## src/rtl/key_debounce_scheduler_if.sv

```systemverilog
// Key debounce scheduler bus: raw key levels in, debounced state/pulses/status out.
// master: board/application side; slave: the scheduler.
interface key_debounce_scheduler_if #(
    parameter int N_KEYS = 4,
    parameter int IDX_W  = 2
);
    logic [N_KEYS-1:0] Key_In;
    logic [N_KEYS-1:0] Key_State;
    logic [N_KEYS-1:0] Key_Press;
    logic [N_KEYS-1:0] Key_Release;
    logic              Busy;
    logic [IDX_W-1:0]  Grant_Idx;

    modport master (
        output Key_In,
        input  Key_State,
        input  Key_Press,
        input  Key_Release,
        input  Busy,
        input  Grant_Idx
    );

    modport slave (
        input  Key_In,
        output Key_State,
        output Key_Press,
        output Key_Release,
        output Busy,
        output Grant_Idx
    );
endinterface

```

## src/rtl/key_debounce_scheduler.sv

```systemverilog
// Shared-timer key debouncer: one 1 ms prescaler and ms counter are granted
// round-robin to a key whose sampled level disagrees with its debounced state.
// Holding for DEB_MS commits the new state with a one-cycle press/release pulse.
// Optional feature: define KEY_SYNC_EN to pass Key_In through a 2-FF
// synchronizer (reset to released) before sampling.
module key_debounce_scheduler #(
    parameter int N_KEYS = 4,
    parameter int T1MS   = 49_999,
    parameter int DEB_MS = 20,
    parameter int IDX_W  = 2
) (
    input  logic                     CLK,
    input  logic                     RST,
    key_debounce_scheduler_if.slave  kif
);
    localparam int PW = (T1MS > 0) ? $clog2(T1MS + 1) : 1;
    localparam logic [PW-1:0]    T1MS_C = PW'(T1MS);
    localparam logic [4:0]       DEB_C  = 5'(DEB_MS);
    localparam logic [IDX_W-1:0] LAST_C = IDX_W'(N_KEYS - 1);

    typedef enum logic [1:0] {ST_IDLE, ST_WAIT, ST_COMMIT} state_t;

    state_t            state, state_nxt;
    logic [PW-1:0]     presc, presc_nxt;
    logic [4:0]        ms, ms_nxt, ms_inc;
    logic [IDX_W-1:0]  rr_ptr, rr_nxt;
    logic [IDX_W-1:0]  grant_idx, grant_nxt;
    logic [N_KEYS-1:0] key_state, key_state_nxt;
    logic [N_KEYS-1:0] press, press_nxt;
    logic [N_KEYS-1:0] release_q, release_nxt;
    logic [N_KEYS-1:0] smp, mismatch;
    logic              found, wrap;
    logic [IDX_W-1:0]  pick, cand_idx;
    int unsigned       cand;

`ifdef KEY_SYNC_EN
    logic [N_KEYS-1:0] sync_q1, sync_q2;

    // Two-stage synchronizer for asynchronous key pins, reset to released.
    always_ff @(posedge CLK) begin
        if (RST) begin
            sync_q1 <= '1;
            sync_q2 <= '1;
        end else begin
            sync_q1 <= kif.Key_In;
            sync_q2 <= sync_q1;
        end
    end

    assign smp = ~sync_q2;
`else
    assign smp = ~kif.Key_In;
`endif

    assign mismatch = smp ^ key_state;

    function automatic logic [IDX_W-1:0] next_idx(input logic [IDX_W-1:0] i);
        return (i == LAST_C) ? '0 : i + IDX_W'(1);
    endfunction

    // Round-robin search: first mismatching key from rr_ptr upward, wrapping.
    always_comb begin
        found    = 1'b0;
        pick     = '0;
        cand     = 0;
        cand_idx = '0;
        for (int unsigned i = 0; i < N_KEYS; i++) begin
            cand = 32'(rr_ptr) + i;
            if (cand >= N_KEYS) cand = cand - N_KEYS;
            cand_idx = IDX_W'(cand);
            if (!found && mismatch[cand_idx]) begin
                found = 1'b1;
                pick  = cand_idx;
            end
        end
    end

    // Next-state and datapath: grant in IDLE, time in WAIT, toggle and pulse in COMMIT.
    always_comb begin
        state_nxt     = state;
        presc_nxt     = presc;
        ms_nxt        = ms;
        rr_nxt        = rr_ptr;
        grant_nxt     = grant_idx;
        key_state_nxt = key_state;
        press_nxt     = '0;
        release_nxt   = '0;
        wrap          = (presc == T1MS_C);
        ms_inc        = (wrap && ms != DEB_C) ? ms + 5'd1 : ms;
        case (state)
            ST_IDLE: begin
                if (found) begin
                    grant_nxt = pick;
                    presc_nxt = '0;
                    ms_nxt    = '0;
                    state_nxt = ST_WAIT;
                end
            end
            ST_WAIT: begin
                presc_nxt = wrap ? '0 : presc + PW'(1);
                ms_nxt    = ms_inc;
                if (!mismatch[grant_idx]) begin
                    rr_nxt    = next_idx(grant_idx);
                    state_nxt = ST_IDLE;
                end else if (ms_inc == DEB_C) begin
                    // Compare against the incremented count so the window is exactly DEB_MS ms.
                    state_nxt = ST_COMMIT;
                end
            end
            ST_COMMIT: begin
                key_state_nxt[grant_idx] = ~key_state[grant_idx];
                press_nxt[grant_idx]     = ~key_state[grant_idx];
                release_nxt[grant_idx]   = key_state[grant_idx];
                rr_nxt                   = next_idx(grant_idx);
                state_nxt                = ST_IDLE;
            end
            default: state_nxt = ST_IDLE;
        endcase
    end

    // State and datapath registers with synchronous reset.
    always_ff @(posedge CLK) begin
        if (RST) begin
            state     <= ST_IDLE;
            presc     <= '0;
            ms        <= '0;
            rr_ptr    <= '0;
            grant_idx <= '0;
            key_state <= '0;
            press     <= '0;
            release_q <= '0;
        end else begin
            state     <= state_nxt;
            presc     <= presc_nxt;
            ms        <= ms_nxt;
            rr_ptr    <= rr_nxt;
            grant_idx <= grant_nxt;
            key_state <= key_state_nxt;
            press     <= press_nxt;
            release_q <= release_nxt;
        end
    end

    assign kif.Key_State   = key_state;
    assign kif.Key_Press   = press;
    assign kif.Key_Release = release_q;
    assign kif.Busy        = (state != ST_IDLE);
    assign kif.Grant_Idx   = grant_idx;
endmodule

```

## src/flat_wrapper.sv

```systemverilog
// flat-port wrapper written by rule: the top's interface ports become plain ports
module key_debounce_scheduler_flat 
#(
    parameter int N_KEYS = 4,
    parameter int T1MS   = 49_999,
    parameter int DEB_MS = 20,
    parameter int IDX_W  = 2
)
  (CLK, RST, kif_Key_In, kif_Key_State, kif_Key_Press, kif_Key_Release, kif_Busy, kif_Grant_Idx);
  key_debounce_scheduler_if #(.N_KEYS(N_KEYS), .IDX_W(IDX_W)) kif_i ();
  input  logic CLK;
  input  logic RST;
  input wire logic [$bits(kif_i.Key_In)-1:0] kif_Key_In;
  output wire logic [$bits(kif_i.Key_State)-1:0] kif_Key_State;
  output wire logic [$bits(kif_i.Key_Press)-1:0] kif_Key_Press;
  output wire logic [$bits(kif_i.Key_Release)-1:0] kif_Key_Release;
  output wire logic [$bits(kif_i.Busy)-1:0] kif_Busy;
  output wire logic [$bits(kif_i.Grant_Idx)-1:0] kif_Grant_Idx;
  assign kif_i.Key_In = kif_Key_In;
  assign kif_Key_State = kif_i.Key_State;
  assign kif_Key_Press = kif_i.Key_Press;
  assign kif_Key_Release = kif_i.Key_Release;
  assign kif_Busy = kif_i.Busy;
  assign kif_Grant_Idx = kif_i.Grant_Idx;
  key_debounce_scheduler #(.N_KEYS(N_KEYS), .T1MS(T1MS), .DEB_MS(DEB_MS), .IDX_W(IDX_W)) u_core (.CLK(CLK), .RST(RST), .kif(kif_i));
endmodule
```

## config.mk

```make
export PLATFORM = sky130hd
export DESIGN_NAME = key_debounce_scheduler_flat
export DESIGN_NICKNAME = d
export VERILOG_FILES = /design/src/rtl/key_debounce_scheduler_if.sv /design/src/rtl/key_debounce_scheduler.sv /design/src/flat_wrapper.sv
export SDC_FILE = /design/constraint.sdc
export NUM_CORES = 1
export LEC_CHECK = 0
export BUFFER_PORTS_ARGS = -buffer_cell sky130_fd_sc_hd__buf_2
export CAP_MARGIN = 20
export CORE_AREA = 2 2 92 50
export DETAILED_ROUTE_END_ITERATION = 6
export DIE_AREA = 0 0 94 52
export GPL_ROUTABILITY_DRIVEN = 0
export PLACE_DENSITY_LB_ADDON = 0.3
export SLEW_MARGIN = 20
export SYNTH_ARGS = -nofsm -noshare
export SYNTH_HDL_FRONTEND = slang
export SYNTH_SLANG_ARGS = --single-unit
```

## constraint.sdc

```tcl
create_clock -name CLK -period 2.1 [get_ports CLK]
set_input_delay 0.525 -clock CLK [delete_from_list [all_inputs] [get_ports CLK]]
set_output_delay 0.525 -clock CLK [all_outputs]
set_load 0.05 [all_outputs]
```

==> flow_summary.toml, run 1 <==
[grt]
grt_usage = 0.245
grt_pass1_vias = 1689
antenna_found_initial = 0
grt_overflow = 0
grt_max_degree = 22
grt_pass1_wl_um = 8930

[yosys]
avgSynthCellArea_um2 = 8.26
yosysMostFrequentCell = "dfxtp_1"
synth_top_cell_by_area = "dfxtp_1"
ys_ff_latch = 39
seq_area_frac_synth = 0.372
netlist_area_um2 = 2100
synthTopCellsByArea = "dfxtp_1, a21oi_1, nor2_1, ha_1, nor3_1"
synth.distinct_cells = 47
synth-edff-count = 0
synth_cells = 254
syn-num-nets = 267
yosys_warnings = 0
synthTopCellsByCount = "dfxtp_1, nor2_1, a21oi_1"
synthArstFlopShare = 0
synth_ff_type = "dfxtp_1"
yosysTopAreaCellShare = 0.372

[min_path]
hold_start = "u_core.rr_ptr[0]$_SDFFE_PP0P_"
hp-class = "reg -> reg"
whs_path_depth = 2
worstHoldEndpoint = "u_core.rr_ptr[0]$_SDFFE_PP0P_"

[power]
p_leak_nw = 0.998
ir_drop_uv = 315
p_per_area_nw_per_um2 = 600

[die]
die_area_um2 = 4890
core_area_um2 = 4150
rows = 17
initial_utilization = 0.506
ios = 21
die_w_um = 94
die-height_um = 52

[timing]
timing.fmax_ghz = 0.486
fin_crit_sh = 0.980
holdWs_ps = 516
relSlewSlack = 0.568
worst_pin_slew_ps = 647
worst_slack_ps = 41.2
final.setup_skew_ps = 4.31
setup-violations-final = 0
min_period_ps = 2060
timing.final.max_slew_violations = 0
finalHoldViolations = 0

[worst_setup_path]
r2r_slack_ps = 40
timing.rr.start = "u_core.presc[5]$_SDFFE_PP0P_"
r2r_cells = 5
crit_path_start = "u_core.presc[5]$_SDFFE_PP0P_"
critPathLaunchType = "register"
r2r-end = "u_core.state[0]$_SDFFE_PP0P_"
cp.arrival_ps = 2250
critPathRequiredTime_ps = 2290
path_class = "reg -> reg"
path_max_fanout = 3
endpoint_kind = "register"

[clock_network]
clk_latency_ps = 300
h-tree-depth = 2
cts.sinks = 39
clock_path_buffers = 2
numCtsBuffers = 5
cts_tree = "yes"
root_buffer = "clkbuf_8"
clk_pin_slew_ps = 80
hold_buffers = 0

[final_layout]
finalCoreUtilization = 0.602
final_area_um2 = 2500
finalNetCount = 305
drive_gt1_frac = 0.218
antennaDiodeCount = 0
syn_to_final_growth_pct = 19.2

[place]
numPortBuffers = 20
place_area_um2 = 2360
place_ws_ps = 4.27
dp_hpwl_um = 4020

[job]
drv_cap = 0

[route]
wl_per_cell_um = 16.0
drc = 0
avgViaCountPerCell = 5.81
drt-initial-drc-count = 222
drt_first_pass_iters = 5
wl_um = 5590
num_vias = 2033
antenna_left = 0

[status]
status = "finished, final reports clean"
final cells by class:
class / instances / area, um2
Inverter: 7 / 26.3
Fill cell: 387 / 1650
Timing Repair Buffer: 45 / 288
Sequential cell: 39 / 781
Clock buffer: 6 / 72.6
Clock inverter: 2 / 12.5
Tap cell: 57 / 71.3
Multi-Input combinational cell: 194 / 1250
critical path, cell delays in order (launching register included):
cell and delay (ps):
dfxtp_1 350, or4b_2 730, nor4_4 310, a31oi_1 170
a31oi_1 190, a21bo_1 210
layout by cell type (no fill, tap or decap), types with 3 or more instances in the layout:
cell and instances:
nand3b_1 6, clkbuf_8 5, nor3_1 15, nor2b_1 3, nor2_1 31, inv_1 7
a21o_1 3, a31oi_1 4, nand3_1 7, o21ai_0 13, a21oi_1 26, buf_4 25
a41oi_1 3, nand2_1 17, xor2_1 4, buf_2 20, nand4_1 3, xnor2_1 3
ha_1 7, dfxtp_1 39, nand4b_1 5, a211oi_1 9
routing by layer:
layer  share of wire  up-vias  global-route usage
li1                -     1006                   -
met1            0.54      940               0.413
met2            0.37       78               0.285
met3           0.078        9              0.0667
met4           0.011        0              0.0580
met5               0        -                   0
how the worst max path moves through the flow:
stage,end,cells after the start
floorplan,u_core.state[0]$_SDFFE_PP0P_,5
global placement,u_core.state[0]$_SDFFE_PP0P_,5
detailed placement,u_core.state[0]$_SDFFE_PP0P_,6
CTS,u_core.state[0]$_SDFFE_PP0P_,5
global route,u_core.state[0]$_SDFFE_PP0P_,5
finish,u_core.state[0]$_SDFFE_PP0P_,5
registers in the layout, summed over array words and instances (netlist names):
signal	count
u_core.rr_ptr	2
u_core.kif.Key_State	4
u_core.kif.Key_Release	4
u_core.presc	16
u_core.state	2
u_core.kif.Grant_Idx	2
u_core.kif.Key_Press	4
u_core.ms	5
repair_timing:
action,4_1_cts,5_1_grt
gates resized for setup,0,4
pin swaps,0,1
endpoints found under the setup margin,1,10
setup buffers,3,0
through the flow:
step	TNS, ps	total power [mW]	std cells
finish	0	1.50	350
global route	-12.7	1.56	350
CTS	0	1.51	350
detailed placement	0	1.01	339
global placement	0	1.00	339
floorplan	0	0.948	254
power breakdown:
part	switching (mW)	internal, mW	leakage [nW]	total [mW]
logic	0.146	0.0824	0.641	0.228
registers	0.0149	0.753	0.315	0.768
clock network	0.272	0.232	0.0412	0.504
cells by family after synthesis:
logic type / Yosys count / share of synthesized area
simple gates: 107 / 0.270
compound gates: 69 / 0.211
flops: 39 / 0.372
buf+inv: 21 / 0.0453
xor+xnor: 7 / 0.0292
fa+ha+maj: 7 / 0.0418
mux: 4 / 0.0310
Note: power is estimated with default switching activity, not from simulation.
==> run 2, diff against run 1 <==
--- a/config.mk
+++ b/config.mk
@@ -11,7 +11,7 @@
 export DETAILED_ROUTE_END_ITERATION = 6
 export DIE_AREA = 0 0 94 52
 export GPL_ROUTABILITY_DRIVEN = 0
-export PLACE_DENSITY_LB_ADDON = 0.3
+export PLACE_DENSITY = 0.77
 export SLEW_MARGIN = 20
 export SYNTH_ARGS = -nofsm -noshare
 export SYNTH_HDL_FRONTEND = slang
==> flow_summary.toml, run 2 (synthesis results as in run 1) <==
[route]
wl_um = 5810
antenna_left = 0
num_vias = 2138
avgViaCountPerCell = 6.07
drt_first_pass_iters = 6
drc = 0
wl_per_cell_um = 16.5
drt-initial-drc-count = 176

[clock_network]
clock_path_buffers = 2
cts.sinks = 39
numCtsBuffers = 5
h-tree-depth = 2
cts_tree = "yes"
clk_latency_ps = 300
root_buffer = "clkbuf_8"
clk_pin_slew_ps = 80
hold_buffers = 0

[worst_setup_path]
cp.arrival_ps = 2250
critPathLaunchType = "register"
endpoint_kind = "register"
timing.rr.start = "u_core.presc[5]$_SDFFE_PP0P_"
crit_path_start = "u_core.presc[5]$_SDFFE_PP0P_"
path_max_fanout = 5
path_class = "reg -> reg"
critPathRequiredTime_ps = 2270
r2r_slack_ps = 20
r2r_cells = 7
r2r-end = "u_core.presc[3]$_SDFFE_PP0P_"

[min_path]
hp-class = "reg -> reg"
whs_path_depth = 2
worstHoldEndpoint = "u_core.state[1]$_SDFFE_PP0P_"
hold_start = "u_core.ms[4]$_SDFFE_PP0P_"

[die]
die_w_um = 94
die-height_um = 52
core_area_um2 = 4150
die_area_um2 = 4890
ios = 21
initial_utilization = 0.506
rows = 17

[timing]
timing.fmax_ghz = 0.481
relSlewSlack = 0.531
finalHoldViolations = 0
final.setup_skew_ps = 7.81
setup-violations-final = 0
timing.final.max_slew_violations = 0
worst_pin_slew_ps = 703
min_period_ps = 2080
holdWs_ps = 520
fin_crit_sh = 0.989

[final_layout]
syn_to_final_growth_pct = 24.0
finalCoreUtilization = 0.627
top_regs = "u_core.presc x16, u_core.ms x5"
final_cell_mix = "dfxtp_1, nor2_1, a21oi_1"
antennaDiodeCount = 0
finalNetCount = 307
final_common_cell = "dfxtp_1"
drive_gt1_frac = 0.244
largest_register_ffs = 16
largest-register = "u_core.presc"

[grt]
antenna_found_initial = 0
grt_overflow = 0
grt_pass1_wl_um = 9000
busiest_layer = "met1"
grt_usage = 0.245
use_met3 = 0.0580
gr-usage-met1 = 0.410
grt_max_degree = 23
grt_util_met2 = 0.295
grt_pass1_vias = 1721

[place]
dp_hpwl_um = 3990
numPortBuffers = 20

[power]
p_per_area_nw_per_um2 = 675
ir_drop_uv = 336
p_leak_nw = 1.04

[job]
drv_cap = 0

[status]
status = "finished, final reports clean"
[run 2: what timing repair did]
item	in CTS	in global routing
buffers inserted	0	2
setup endpoints to repair	1	12
pin swaps	0	1
cloned	0	1
gates resized for setup	0	11
[run 2: layout make-up]
cell class                 count  area, um2
tap                           57       71.3
timing repair buffer          47        317
sequential                    39        783
clock buffer                   5       68.8
fill                         354       1550
clock inverter                 3       67.6
multi-input combinational    194       1270
inverter                       7       26.3
[run 2: report_power, final]
group	leakage [nW]	switching, mW	internal, mW
clock	0.0644	0.280	0.474
combinational	0.660	0.149	0.0826
sequential	0.316	0.0171	0.753
[run 2: worst max path at each step]
stage	slack [ps]	endpoint
3_3_place_gp	40	u_core.state[0]$_SDFFE_PP0P_
3_5_place_dp	30	u_core.state[0]$_SDFFE_PP0P_
5_1_grt	-30	u_core.presc[13]$_SDFFE_PP0P_
2_1_floorplan	170	u_core.state[0]$_SDFFE_PP0P_
4_1_cts	-0.4	u_core.presc[15]$_SDFFE_PP0P_
6_report	20	u_core.presc[3]$_SDFFE_PP0P_
[run 2: through the flow]
step,std cells,TNS [ps],total power [mW],instance area [um2],worst slack [ps]
after floorplan,254,0,0.948,2100,170
after global placement,341,0,1.01,2380,43.1
after detailed placement,341,0,1.01,2380,25.3
after CTS,349,-0.406,1.75,2520,-0.406
after global routing,352,-32.6,1.81,2600,-32.6
final,352,0,1.76,2600,22.4
[run 2: layer usage]
layer  vias to the layer above  wire length (um)
li1                       1012                 -
met1                      1010              2860
met2                       106              2280
met3                        10               615
met4                         0                54
met5                         -                 0
[run 2: critical path: stages, from the launching register on]
cell and delay (ps):
dfxtp_1 340, or4bb_4 550, nor4_4 360, buf_6 180, buf_4 130, nor3_1 60, o21ai_0 210, a21oi_1 120
==> run 3, diff against run 2 <==
--- a/config.mk
+++ b/config.mk
@@ -12,6 +12,7 @@
 export DIE_AREA = 0 0 94 52
 export GPL_ROUTABILITY_DRIVEN = 0
 export PLACE_DENSITY = 0.77
+export REMOVE_ABC_BUFFERS = 1
 export SLEW_MARGIN = 20
 export SYNTH_ARGS = -nofsm -noshare
 export SYNTH_HDL_FRONTEND = slang
==> flow_summary.toml, run 3 (synthesis results as in run 1) <==
[clock_network]
clk_latency_ps = 290
root_buffer = "clkbuf_8"
h-tree-depth = 2
cts.sinks = 39
numCtsBuffers = 5
cts_tree = "yes"
hold_buffers = 0
clock_path_buffers = 2
clk_pin_slew_ps = 80

[route]
antenna_left = 0
drt_first_pass_iters = 4
drc = 0
drt-initial-drc-count = 104
wl_per_cell_um = 14.9
num_vias = 2019
wl_um = 5170
avgViaCountPerCell = 5.84

[final_layout]
final_common_cell = "dfxtp_1"
final_cell_mix = "dfxtp_1, nor2_1, a21oi_1"
num-fill-cells = 355
syn_to_final_growth_pct = 18.9
final_area_um2 = 2490
top_regs = "u_core.presc x16, u_core.ms x5"
largest-register = "u_core.presc"
drive_gt1_frac = 0.208
largest_register_ffs = 16
finalNetCount = 301
antennaDiodeCount = 0

[die]
initial_utilization = 0.506
die_area_um2 = 4890
core_area_um2 = 4150
ios = 21
die_w_um = 94
die-height_um = 52
rows = 17

[timing]
finalSetupTns_ps = 0
timing.final.max_slew_violations = 0
setup-violations-final = 0
min_period_ps = 2050
timing.fmax_ghz = 0.488
rsz0062_at_grt = "false"
finalHoldViolations = 0
worst_pin_slew_ps = 506
relSlewSlack = 0.660
final.setup_skew_ps = 4.39
fin_crit_sh = 0.976

[grt]
antenna_found_initial = 0
grt_pass1_wl_um = 8580
grt_max_degree = 26
grt_usage = 0.228
grt_pass1_vias = 1777
grt_overflow = 0

[place]
place_area_um2 = 2360
dp_hpwl_um = 3700
numPortBuffers = 20

[min_path]
hp-class = "reg -> reg"

[power]
p_leak_nw = 0.980
p_per_area_nw_per_um2 = 660
ir_drop_uv = 358

[worst_setup_path]
path_max_fanout = 13
critPathLaunchType = "register"
critPathRequiredTime_ps = 2290
cp.arrival_ps = 2240
endpoint_kind = "register"
path_class = "reg -> reg"

[job]
drv_cap = 0

[status]
status = "finished, final reports clean"
run 3: changes by cell type in the layout (fill, tap and decap cells not counted), sizes merged:
| cell | delta |
|---|---|
| buf | -6 |
| bufinv | -1 |
| clkbuf | +1 |
| clkinv | +1 |
| clkinvlp | -1 |
run 3: critical path, stage by stage (launching register included):
cell	delay [ps]
dfxtp_1	320
or4_1	570
nor4_4	350
buf_6	200
and4b_1	210
o211ai_2	100
a21bo_1	200
run 3: final timing paths:
| path | slack, ps | from | end | depth (start not counted) |
|---|---|---|---|---|
| setup reg to reg | 50 | u_core.presc[4]$_SDFFE_PP0P_ | u_core.state[0]$_SDFFE_PP0P_ | 6 |
| hold reg to reg | 530 | u_core.presc[2]$_SDFFE_PP0P_ | u_core.presc[2]$_SDFFE_PP0P_ | 2 |
| hold / removal | 530 | u_core.presc[2]$_SDFFE_PP0P_ | u_core.presc[2]$_SDFFE_PP0P_ | 2 |
| setup / recovery | 50 | u_core.presc[4]$_SDFFE_PP0P_ | u_core.state[0]$_SDFFE_PP0P_ | 6 |
run 3: what timing repair did:
item | CTS | global route
resized for setup | 0 | 3
setup endpoints to repair | 0 | 3
setup buffers | 0 | 0
run 3: per-layer routing:
layer	up-vias	track usage	part of all wire
met5	-	0	0
met4	0	0.0459	0.0054
met3	4	0.0507	0.088
met2	92	0.304	0.39
met1	915	0.365	0.52
li1	1008	-	-
run 3: power by group:
group	internal [mW]	switching (mW)	leakage (nW)
Combinational	0.0828	0.144	0.604
Sequential	0.753	0.0161	0.315
Clock	0.385	0.266	0.0612
run 3: through the flow:
stage,hold slack (ps),std cells,worst slack (ps),power [mW],util
6_report,528,346,50.7,1.65,0.601
5_1_grt,557,346,1.48,1.71,0.601
4_1_cts,532,346,14.2,1.65,0.597
3_5_place_dp,516,338,25.4,1.01,0.568
3_3_place_gp,506,338,81.0,1.01,0.568
2_1_floorplan,461,240,-602,0.934,-
run 3: area by class of cell:
class	instances	area [um2]	share of cell area
clock inverter	2	35.0	0.0140
sequential	39	781	0.313
inverter	7	26.3	0.0105
timing repair buffer	41	262	0.105
multi-input combinational	194	1240	0.496
clock buffer	6	82.6	0.0331
tap	57	71.3	0.0286
